$ cat config.mk
export PLATFORM = sky130hd
export DESIGN_NAME = serial_add_seq_flat
export DESIGN_NICKNAME = d
export VERILOG_FILES = /design/src/rtl/serial_add_seq_pkg.sv /design/src/rtl/serial_add_seq_if.sv /design/src/rtl/bit_adder.sv /design/src/rtl/serial_add_seq.sv /design/src/flat_wrapper.sv
export SDC_FILE = /design/constraint.sdc
export NUM_CORES = 1
export LEC_CHECK = 0
export ABC_AREA = 1
export CAP_MARGIN = 10
export CORE_MARGIN = 3
export CORE_UTILIZATION = 56
export CTS_BUF_LIST = sky130_fd_sc_hd__clkbuf_4 sky130_fd_sc_hd__clkbuf_8
export DETAILED_ROUTE_END_ITERATION = 12
export PLACE_DENSITY = 0.9
export REMOVE_ABC_BUFFERS = 1
export SKIP_LAST_GASP = 1
export SLEW_MARGIN = 10
export SYNTH_ARGS = -nofsm -noshare
export SYNTH_HDL_FRONTEND = slang
export SYNTH_HIERARCHICAL = 1
export SYNTH_SLANG_ARGS = --single-unit
$ cat constraint.sdc
create_clock -name clk -period 2.2 [get_ports clk]
set_clock_uncertainty 0.05 [all_clocks]
set_input_delay 0.33 -clock clk [delete_from_list [all_inputs] [get_ports clk]]
set_output_delay 0.33 -clock clk [all_outputs]
set_load 0.02 [all_outputs]
$ cat src/rtl/serial_add_seq_pkg.sv
// Shared definitions for the bit-serial add/subtract sequencer and the ALU
// control that will drive it: FSM state encoding and operation select codes.
package serial_add_seq_pkg;

  typedef enum logic [1:0] {
    IDLE = 2'd0,
    RUN  = 2'd1,
    DONE = 2'd2
  } state_t;

  localparam logic OP_ADD = 1'b0;
  localparam logic OP_SUB = 1'b1;

  // Two's complement overflow: carry into the MSB differs from carry out of it.
  function automatic logic signed_ovf(input logic c_msb_in, input logic c_msb_out);
    return c_msb_in ^ c_msb_out;
  endfunction

endpackage

$ cat src/rtl/serial_add_seq_if.sv
// Start/busy/done handshake and operand/result bus of the serial adder.
interface serial_add_seq_if #(
  parameter int WIDTH = 8
);
  logic             start;
  logic             op_sub;
  logic [WIDTH-1:0] a;
  logic [WIDTH-1:0] b;
  logic             busy;
  logic             done;
  logic [WIDTH-1:0] result;
  logic             carry_out;
  logic             overflow;

  modport master (
    output start, op_sub, a, b,
    input  busy, done, result, carry_out, overflow
  );

  modport slave (
    input  start, op_sub, a, b,
    output busy, done, result, carry_out, overflow
  );
endinterface

$ cat src/rtl/bit_adder.sv
// Existing one-bit full adder used as the serial datapath.
module bit_adder (
  output logic sum,
  output logic carryout,
  input  logic in1,
  input  logic in2,
  input  logic carryin
);
  assign sum      = in1 ^ in2 ^ carryin;
  assign carryout = (in1 & in2) | (in1 & carryin) | (in2 & carryin);
endmodule

$ cat src/rtl/serial_add_seq.sv
// Bit-serial add/subtract sequencer: feeds one bit pair per cycle (LSB first)
// through a single bit_adder, keeping the carry in a flop and shifting the
// sum bits into the result register from the MSB end.
module serial_add_seq
  import serial_add_seq_pkg::*;
#(
  parameter int WIDTH = 8
) (
  input  logic            clk,
  input  logic            reset,
  serial_add_seq_if.slave bus
);

  localparam int              CNT_W    = $clog2(WIDTH);
  localparam logic [CNT_W-1:0] LAST_CNT = CNT_W'(WIDTH - 1);
  localparam logic [CNT_W-1:0] CNT_ONE  = CNT_W'(1);

  state_t           state_r;
  logic [WIDTH-1:0] a_sh_r;
  logic [WIDTH-1:0] b_sh_r;
  logic [WIDTH-1:0] result_r;
  logic [CNT_W-1:0] cnt_r;
  logic             carry_r;
  logic             carry_out_r;
  logic             overflow_r;
  logic             busy_r;
  logic             done_r;
  logic             sum_s;
  logic             cout_s;

  bit_adder u_bit_adder (
    .sum      (sum_s),
    .carryout (cout_s),
    .in1      (a_sh_r[0]),
    .in2      (b_sh_r[0]),
    .carryin  (carry_r)
  );

  // Sequencer FSM with datapath shift registers and registered handshake outputs.
  always_ff @(posedge clk) begin
    if (reset) begin
      state_r     <= IDLE;
      a_sh_r      <= {WIDTH{1'b0}};
      b_sh_r      <= {WIDTH{1'b0}};
      result_r    <= {WIDTH{1'b0}};
      cnt_r       <= {CNT_W{1'b0}};
      carry_r     <= 1'b0;
      carry_out_r <= 1'b0;
      overflow_r  <= 1'b0;
      busy_r      <= 1'b0;
      done_r      <= 1'b0;
    end else begin
      case (state_r)
        IDLE: begin
          done_r <= 1'b0;
          if (bus.start) begin
            a_sh_r   <= bus.a;
            // Subtraction is a + ~b + 1: invert b and seed the carry with 1.
            b_sh_r   <= (bus.op_sub == OP_SUB) ? ~bus.b : bus.b;
            carry_r  <= bus.op_sub;
            cnt_r    <= {CNT_W{1'b0}};
            result_r <= {WIDTH{1'b0}};
            busy_r   <= 1'b1;
            state_r  <= RUN;
          end else begin
            busy_r  <= 1'b0;
            state_r <= IDLE;
          end
        end
        RUN: begin
          result_r <= {sum_s, result_r[WIDTH-1:1]};
          a_sh_r   <= {1'b0, a_sh_r[WIDTH-1:1]};
          b_sh_r   <= {1'b0, b_sh_r[WIDTH-1:1]};
          carry_r  <= cout_s;
          cnt_r    <= cnt_r + CNT_ONE;
          if (cnt_r == LAST_CNT) begin
            // carry_r here is the carry into the MSB position.
            carry_out_r <= cout_s;
            overflow_r  <= signed_ovf(carry_r, cout_s);
            busy_r      <= 1'b0;
            done_r      <= 1'b1;
            state_r     <= DONE;
          end else begin
            busy_r  <= 1'b1;
            done_r  <= 1'b0;
            state_r <= RUN;
          end
        end
        DONE: begin
          busy_r  <= 1'b0;
          done_r  <= 1'b0;
          state_r <= IDLE;
        end
        default: begin
          busy_r  <= 1'b0;
          done_r  <= 1'b0;
          state_r <= IDLE;
        end
      endcase
    end
  end

  assign bus.busy      = busy_r;
  assign bus.done      = done_r;
  assign bus.result    = result_r;
  assign bus.carry_out = carry_out_r;
  assign bus.overflow  = overflow_r;

endmodule

$ cat src/flat_wrapper.sv
// flat-port wrapper written by rule: the top's interface ports become plain ports
module serial_add_seq_flat import serial_add_seq_pkg::*;
#(
  parameter int WIDTH = 8
)
  (clk, reset, bus_start, bus_op_sub, bus_a, bus_b, bus_busy, bus_done, bus_result, bus_carry_out, bus_overflow);
  serial_add_seq_if #(.WIDTH(WIDTH)) bus_i ();
  input  logic clk;
  input  logic reset;
  input wire logic [$bits(bus_i.start)-1:0] bus_start;
  input wire logic [$bits(bus_i.op_sub)-1:0] bus_op_sub;
  input wire logic [$bits(bus_i.a)-1:0] bus_a;
  input wire logic [$bits(bus_i.b)-1:0] bus_b;
  output wire logic [$bits(bus_i.busy)-1:0] bus_busy;
  output wire logic [$bits(bus_i.done)-1:0] bus_done;
  output wire logic [$bits(bus_i.result)-1:0] bus_result;
  output wire logic [$bits(bus_i.carry_out)-1:0] bus_carry_out;
  output wire logic [$bits(bus_i.overflow)-1:0] bus_overflow;
  assign bus_i.start = bus_start;
  assign bus_i.op_sub = bus_op_sub;
  assign bus_i.a = bus_a;
  assign bus_i.b = bus_b;
  assign bus_busy = bus_i.busy;
  assign bus_done = bus_i.done;
  assign bus_result = bus_i.result;
  assign bus_carry_out = bus_i.carry_out;
  assign bus_overflow = bus_i.overflow;
  serial_add_seq #(.WIDTH(WIDTH)) u_core (.clk(clk), .reset(reset), .bus(bus_i));
endmodule
==> results of run 1 <==
## path summary, 6_finish.rpt
path / startpoint / endpoint / cells after the start
setup reg to reg: u_core/state_r[0] / u_core/carry_r / 5
hold reg to reg: u_core/bus.result[0] / u_core/bus.result[0] / 2
hold / removal: u_core/bus.result[0] / u_core/bus.result[0] / 2
setup / recovery: u_core/state_r[0] / bus_busy / 1
## cells by family after synthesis
family | synth area share (%)
AND/OR/NAND/NOR | 33.50
AO/OA/AOI/OAI | 9.747
flip-flops | 43.24
adder cells (fa/ha/maj) | 2.948
XOR/XNOR | 1.147
buffers and inverters | 9.418
## per-stage QoR
| stage | cells | worst slack [ps] | hold slack [ps] | utilization, % | total power (W) |
|---|---|---|---|---|---|
| floorplan | 216 | 746.2 | 349.1 | - | 0.0007664 |
| global placement | 281 | 565.4 | 399.1 | 72.47 | 0.0008459 |
| detailed placement | 281 | 509.1 | 401.4 | 72.47 | 0.0008506 |
| CTS | 289 | 359.2 | 417.0 | 75.96 | 0.001334 |
| global route | 289 | 322.3 | 439.4 | 75.96 | 0.001388 |
| finish | 289 | 379.2 | 414.2 | 75.96 | 0.001317 |
## where the power goes
part           switching [W]  internal [W]
Clock               0.000196      0.000284
Combinational       0.000106     0.0000851
Sequential         0.0000193      0.000627
## placed cells by master, fill, tap and decap left out
cell and n:
sky130_fd_sc_hd__dfxtp_1 33, sky130_fd_sc_hd__nand2_2 2, sky130_fd_sc_hd__nor2_4 1, sky130_fd_sc_hd__nand2_1 95, sky130_fd_sc_hd__ha_1 2, sky130_fd_sc_hd__nand3_1 8, sky130_fd_sc_hd__o21ai_4 1, sky130_fd_sc_hd__fa_1 1
sky130_fd_sc_hd__clkbuf_8 1, sky130_fd_sc_hd__bufinv_16 1, sky130_fd_sc_hd__inv_2 2, sky130_fd_sc_hd__buf_4 4, sky130_fd_sc_hd__clkdlybuf4s50_1 31, sky130_fd_sc_hd__xor2_1 2, sky130_fd_sc_hd__a21oi_1 13, sky130_fd_sc_hd__inv_1 20
sky130_fd_sc_hd__clkbuf_4 6, sky130_fd_sc_hd__nor2_1 21, sky130_fd_sc_hd__o21a_1 1, sky130_fd_sc_hd__o21ai_0 12, sky130_fd_sc_hd__nor2_2 2
## layer usage
layer	up-vias	part of all wire [%]	wire, um
met5	-	0	0
met2	39	47	1415
li1	756	-	-
met4	0	1.4	44
met1	610	46	1388
met3	5	6.3	190
## state kept, by name, indices dropped and copies added, names as in the netlist
register,cells
u_core/b_sh_r,8
u_core/cnt_r,3
u_core/a_sh_r,8
u_core/bus.result,8
u_core/state_r,2
u_core/carry_r,1
u_core/bus.done,1
u_core/bus.carry_out,1
u_core/bus.overflow,1
## cell type report
| cell class | instances | area (sq um) |
|---|---|---|
| well taps | 30 | 37.54 |
| fillers | 200 | 611.8 |
| flip-flops and latches | 33 | 660.6 |
| multi-input cells | 161 | 723.2 |
| clock inverters | 1 | 30.03 |
| clock buffers | 7 | 58.81 |
| inverters | 22 | 82.58 |
| repair buffers | 35 | 340.3 |
==> results.yml, run 1 <==
placement:
  numPortBuffers: 31
  place_hpwl_um: 2123
  globalplace.congestion: 0.7834
  postPlaceCellArea_sq_um: 1844
global_route:
  grt_most_used_layer: "met2"
  grt_pass1_wl_um: 5354
  grt_overflow_total: 0
  grtUsageMet2_pct: 31.61
  grt_antenna_before_repair: 0
  met3_usage_pct: 5.568
  groute.usage.overall_pct: 20.67
  pin_count_of_the_biggest_net_entering_global_routing: 27
  grt_pass1_vias: 1245
  gr-usage-met1_pct: 26.56
power:
  irDropWorstVdd_mv: 0.6988
  p_leak_nw: 0.9157
  power_density_nw_per_um2: 681.0
yosys:
  syn_area_sq_um: 1528
  synthDistinctLibCells: 20
  synth_flop_cell: "sky130_fd_sc_hd__dfxtp_1"
  yosysMostFrequentCell: "sky130_fd_sc_hd__nand2_1"
  avgSynthCellArea_sq_um: 6.851
  yosys_warnings: 6
  synth_cells: 223
  synth_top_area_share_pct: 43.24
  yosys-top-cells-count: "95 x sky130_fd_sc_hd__nand2_1, 33 x sky130_fd_sc_hd__dfxtp_1, 21 x sky130_fd_sc_hd__nor2_1, 20 x sky130_fd_sc_hd__inv_1, 13 x sky130_fd_sc_hd__a21oi_1"
  yosys_register_bits: 33
  synth-seq-area-share_pct: 43.24
  synth_top_cells_by_area: "sky130_fd_sc_hd__dfxtp_1 43%, sky130_fd_sc_hd__nand2_1 23%, sky130_fd_sc_hd__nor2_1 5.2%, sky130_fd_sc_hd__inv_1 4.9%, sky130_fd_sc_hd__a21oi_1 4.3%"
  postSynth.asyncResetShare_pct: 0
  number_of_flops_mapped_to_enable_cells_by_yosys: 0
  synth_largest_area_cell: "sky130_fd_sc_hd__dfxtp_1"
clocking:
  max-clock-path-buffers: 2
  cts-hold-fix-buffers: 0
  clock-root-buffer: "sky130_fd_sc_hd__clkbuf_4"
  post_cts_buffers: 0
  clock_tree_from_tritoncts: "yes"
  cts.htree.levels: 2
  clk_pin_slew_worst_paths_ps: 100
  cts_repair_resize_count: 0
  cts_sinks: 33
  cts_made_buffers: 5
  worstSkewPairLatency_ps: 330
critical_path:
  critical_path.top_delay_family: "buffers and inverters"
  critPathArrivalTime_ps: 1440
  critical-path-slowest-cell: "sky130_fd_sc_hd__clkdlybuf4s50_1"
  crit_chain: "clkdlybuf4s50_1"
  worst-r2r-setup-slack_ps: 720
  worst-path-max-fanout: 4
  worstSetupStartpointType: "register"
  critical_path_class: "reg -> out"
  max_stage_delay_ps: 650
  critPathBufInv: 1
  wp_data_required_ps: 1820
  crit_path_end_kind: "output pin"
layout:
  drive_above_1_share_pct: 7.722
  non_filler_cell_area_final_sq_um: 1933
  layout.nets: 281
  antennaDiodeCount: 0
  syn2layout_area_growth_pct: 26.54
sta:
  setup_repair_after_global_routing_missed_its_margin: "no"
  maxClockFrequency_ghz: 0.5492
  slew_violations: 0
  finalSetupViolCount: 0
  timing_hold_violations_final: 0
  min_period_ps: 1821
  setup_tns_ps: 0
  final_min_period_over_clock_period_pct: 82.77
  slew_headroom_pct: 61.78
  worst_pin_slew_ps: 572.0
route:
  post_detailed_route_wirelength_per_cell_um: 10.51
  route.vias.total: 1410
  detailedRoute.firstPassIterationCount: 4
  post-route-drc-count: 0
  drt-initial-drc-count: 75
  finalWirelength_um: 3037
  detail-route-antenna-nets: 0
  avgViaCountPerCell: 4.879
floorplan:
  placeableCoreArea_sq_um: 2545
  start_util_pct: 60.03
  die_height_um: 58.23
  dieArea_sq_um: 3391
  pin_count: 32
  placement_rows: 18
  die_width_um: 58.23
worst_hold_path:
  holdCritPathClass: "reg -> reg"
run_status:
  run_status: "completed"
job:
  timing.max_cap.violations: 0
(Power assumes the default switching activity.)
==> run 2, diff against run 1 <==
Settings changed: CORE_UTILIZATION 56 to 47, PLACE_DENSITY 0.9 to 0.81.
Clock period 2.2 ns to 1.57 ns, I/O delays scaled along.
==> run 2 against run 1 <==
Against the previous run: critical path depth stayed put; core utilization decreased by 13 points; global-route usage shrank 4.1 points; total power rose by 27%; critical endpoint is now bus_done; cell count increased by 6.2%; first-iteration DRC count decreased by 33%; via count up 0.14%; clock-buffer cell count is the same; sequential power up 40%.
==> results.yml, run 2 (synthesized netlist as in run 1, its figures left out) <==
critical_path:
  critPathBufInv: 1
  wp_data_required_ps: 1280
  worstSetupStartpointType: "register"
  worst-path-max-fanout: 1
  max_stage_delay_ps: 590
  critical_path_class: "reg -> out"
  crit_chain: "clkdlybuf4s50_1"
  critical_path.top_delay_family: "buffers and inverters"
  crit_path_end_kind: "output pin"
  regToRegStartpoint: "u_core/a_sh_r[0]"
  critical_path.startpoint: "u_core/bus.done"
  critPathArrivalTime_ps: 1230
  critical-path-slowest-cell: "sky130_fd_sc_hd__clkdlybuf4s50_1"
clocking:
  max-clock-path-buffers: 2
  clock-root-buffer: "sky130_fd_sc_hd__clkbuf_4"
  cts-hold-fix-buffers: 0
  cts.htree.levels: 2
  cts_made_buffers: 5
  clock_tree_from_tritoncts: "yes"
  worstSkewPairLatency_ps: 330
  cts_sinks: 33
  clk_pin_slew_worst_paths_ps: 90
power:
  switching_share_pct: 26.40
  power.clock.fraction_pct: 29.5
  irDropWorstVdd_mv: 0.4577
  p_leak_nw: 0.9916
  post-layout-total-power_w: 0.001678
  power.share.sequential_pct: 54.0
  power_density_nw_per_um2: 861.2
  total_switching_power_w: 0.0004430
  internal_power_w: 0.001235
  comb_power_share_pct: 16.5
sta:
  timing_hold_violations_final: 0
  slew_violations: 0
  setup_repair_after_global_routing_missed_its_margin: "no"
  final_min_period_over_clock_period_pct: 96.35
  maxClockFrequency_ghz: 0.6611
  min_period_ps: 1513
  worst_pin_slew_ps: 234.2
  setup_tns_ps: 0
  final_critical_path_setup_slack_ps: 57.32
  slew_headroom_pct: 84.37
  finalSetupViolCount: 0
layout:
  drive_above_1_share_pct: 9.125
  fin_cells: 307
  antennaDiodeCount: 0
  syn2layout_area_growth_pct: 27.52
  most_common_library_cell_in_the_layout_ignoring_fill_and_taps: "sky130_fd_sc_hd__nand2_1"
  mostFrequentLayoutCells: "95 x sky130_fd_sc_hd__nand2_1, 33 x sky130_fd_sc_hd__dfxtp_1, 21 x sky130_fd_sc_hd__nor2_1"
  layout.nets: 286
  non_filler_cell_area_final_sq_um: 1948
global_route:
  grt_pass1_vias: 1254
  grt_antenna_before_repair: 0
  pin_count_of_the_biggest_net_entering_global_routing: 20
  groute.usage.overall_pct: 16.60
  grt_pass1_wl_um: 5292
  grt_overflow_total: 0
floorplan:
  placement_rows: 20
  die_width_um: 63.01
  dieArea_sq_um: 3970
  start_util_pct: 49.63
  die_height_um: 63.01
  pin_count: 32
  placeableCoreArea_sq_um: 3078
run_status:
  run_status: "completed"
route:
  post-route-drc-count: 0
  avgViaCountPerCell: 4.599
  detail-route-antenna-nets: 0
  post_detailed_route_wirelength_per_cell_um: 9.938
  detailedRoute.firstPassIterationCount: 4
  drt-initial-drc-count: 50
  finalWirelength_um: 3051
  route.vias.total: 1412
placement:
  globalplace.congestion: 0.7674
  place_hpwl_um: 2214
  placement.setup.worst_slack_ps: 109.1
  place_inst: 300
  postPlaceCellArea_sq_um: 1899
  numPortBuffers: 31
job:
  timing.max_cap.violations: 0
worst_hold_path:
  worstHoldStart: "u_core/bus.result[0]"
  holdCritPathClass: "reg -> reg"
run 2: changes by cell type in the layout (fill, tap and decap cells not counted):
cell and change:
sky130_fd_sc_hd__dlymetal6s2s_1 +1, sky130_fd_sc_hd__buf_4 +5, sky130_fd_sc_hd__bufinv_16 -1, sky130_fd_sc_hd__clkdlybuf4s50_1 -11
sky130_fd_sc_hd__dlygate4sd2_1 +10
run 2: worst paths after layout:
path | end | slack [ps] | cells past startpoint
max | bus_done | 60 | 1
min | u_core/bus.result[0] | 410 | 2
max reg2reg | u_core/bus.overflow | 240 | 4
min reg2reg | u_core/bus.result[0] | 410 | 2
run 2: what timing repair did:
action | CTS | global route
resized for setup | 10 | 1
cloned | 0 | 0
setup endpoints to repair | 10 | 1
setup buffers | 0 | 0
run 2: per-stage QoR:
stage          hold WS [ps]  util [%]
2_1_floorplan         254.6         -
3_3_place_gp          397.8     61.71
3_5_place_dp          401.2     61.71
4_1_cts               416.3     63.21
5_1_grt               440.1     63.29
6_report              407.3     63.29
run 2: per-layer routing:
metal,vias to the layer above,global-route usage (%),wire length (um)
met3,6,5.396,128
met5,-,0,0
met2,24,27.40,1460
li1,764,-,-
met1,618,20.11,1417
met4,0,5.785,44
run 2: power groups by stage:
stage,sequential (W),clock (W),combinational (W)
floorplan,0.000925,0,0.000149
detailed placement,0.000925,0,0.000281
global route,0.000912,0.000551,0.000317
finish,0.000905,0.000495,0.000277
CTS,0.000906,0.000510,0.000280
global placement,0.000924,0,0.000276
run 2: layout make-up:
cell class,count,area [sq um]
repair buffers,40,367.9
fillers,315,1130
well taps,44,55.05
flip-flops and latches,33,660.6
multi-input cells,161,723.2
inverters,22,82.58
clock buffers,7,58.81
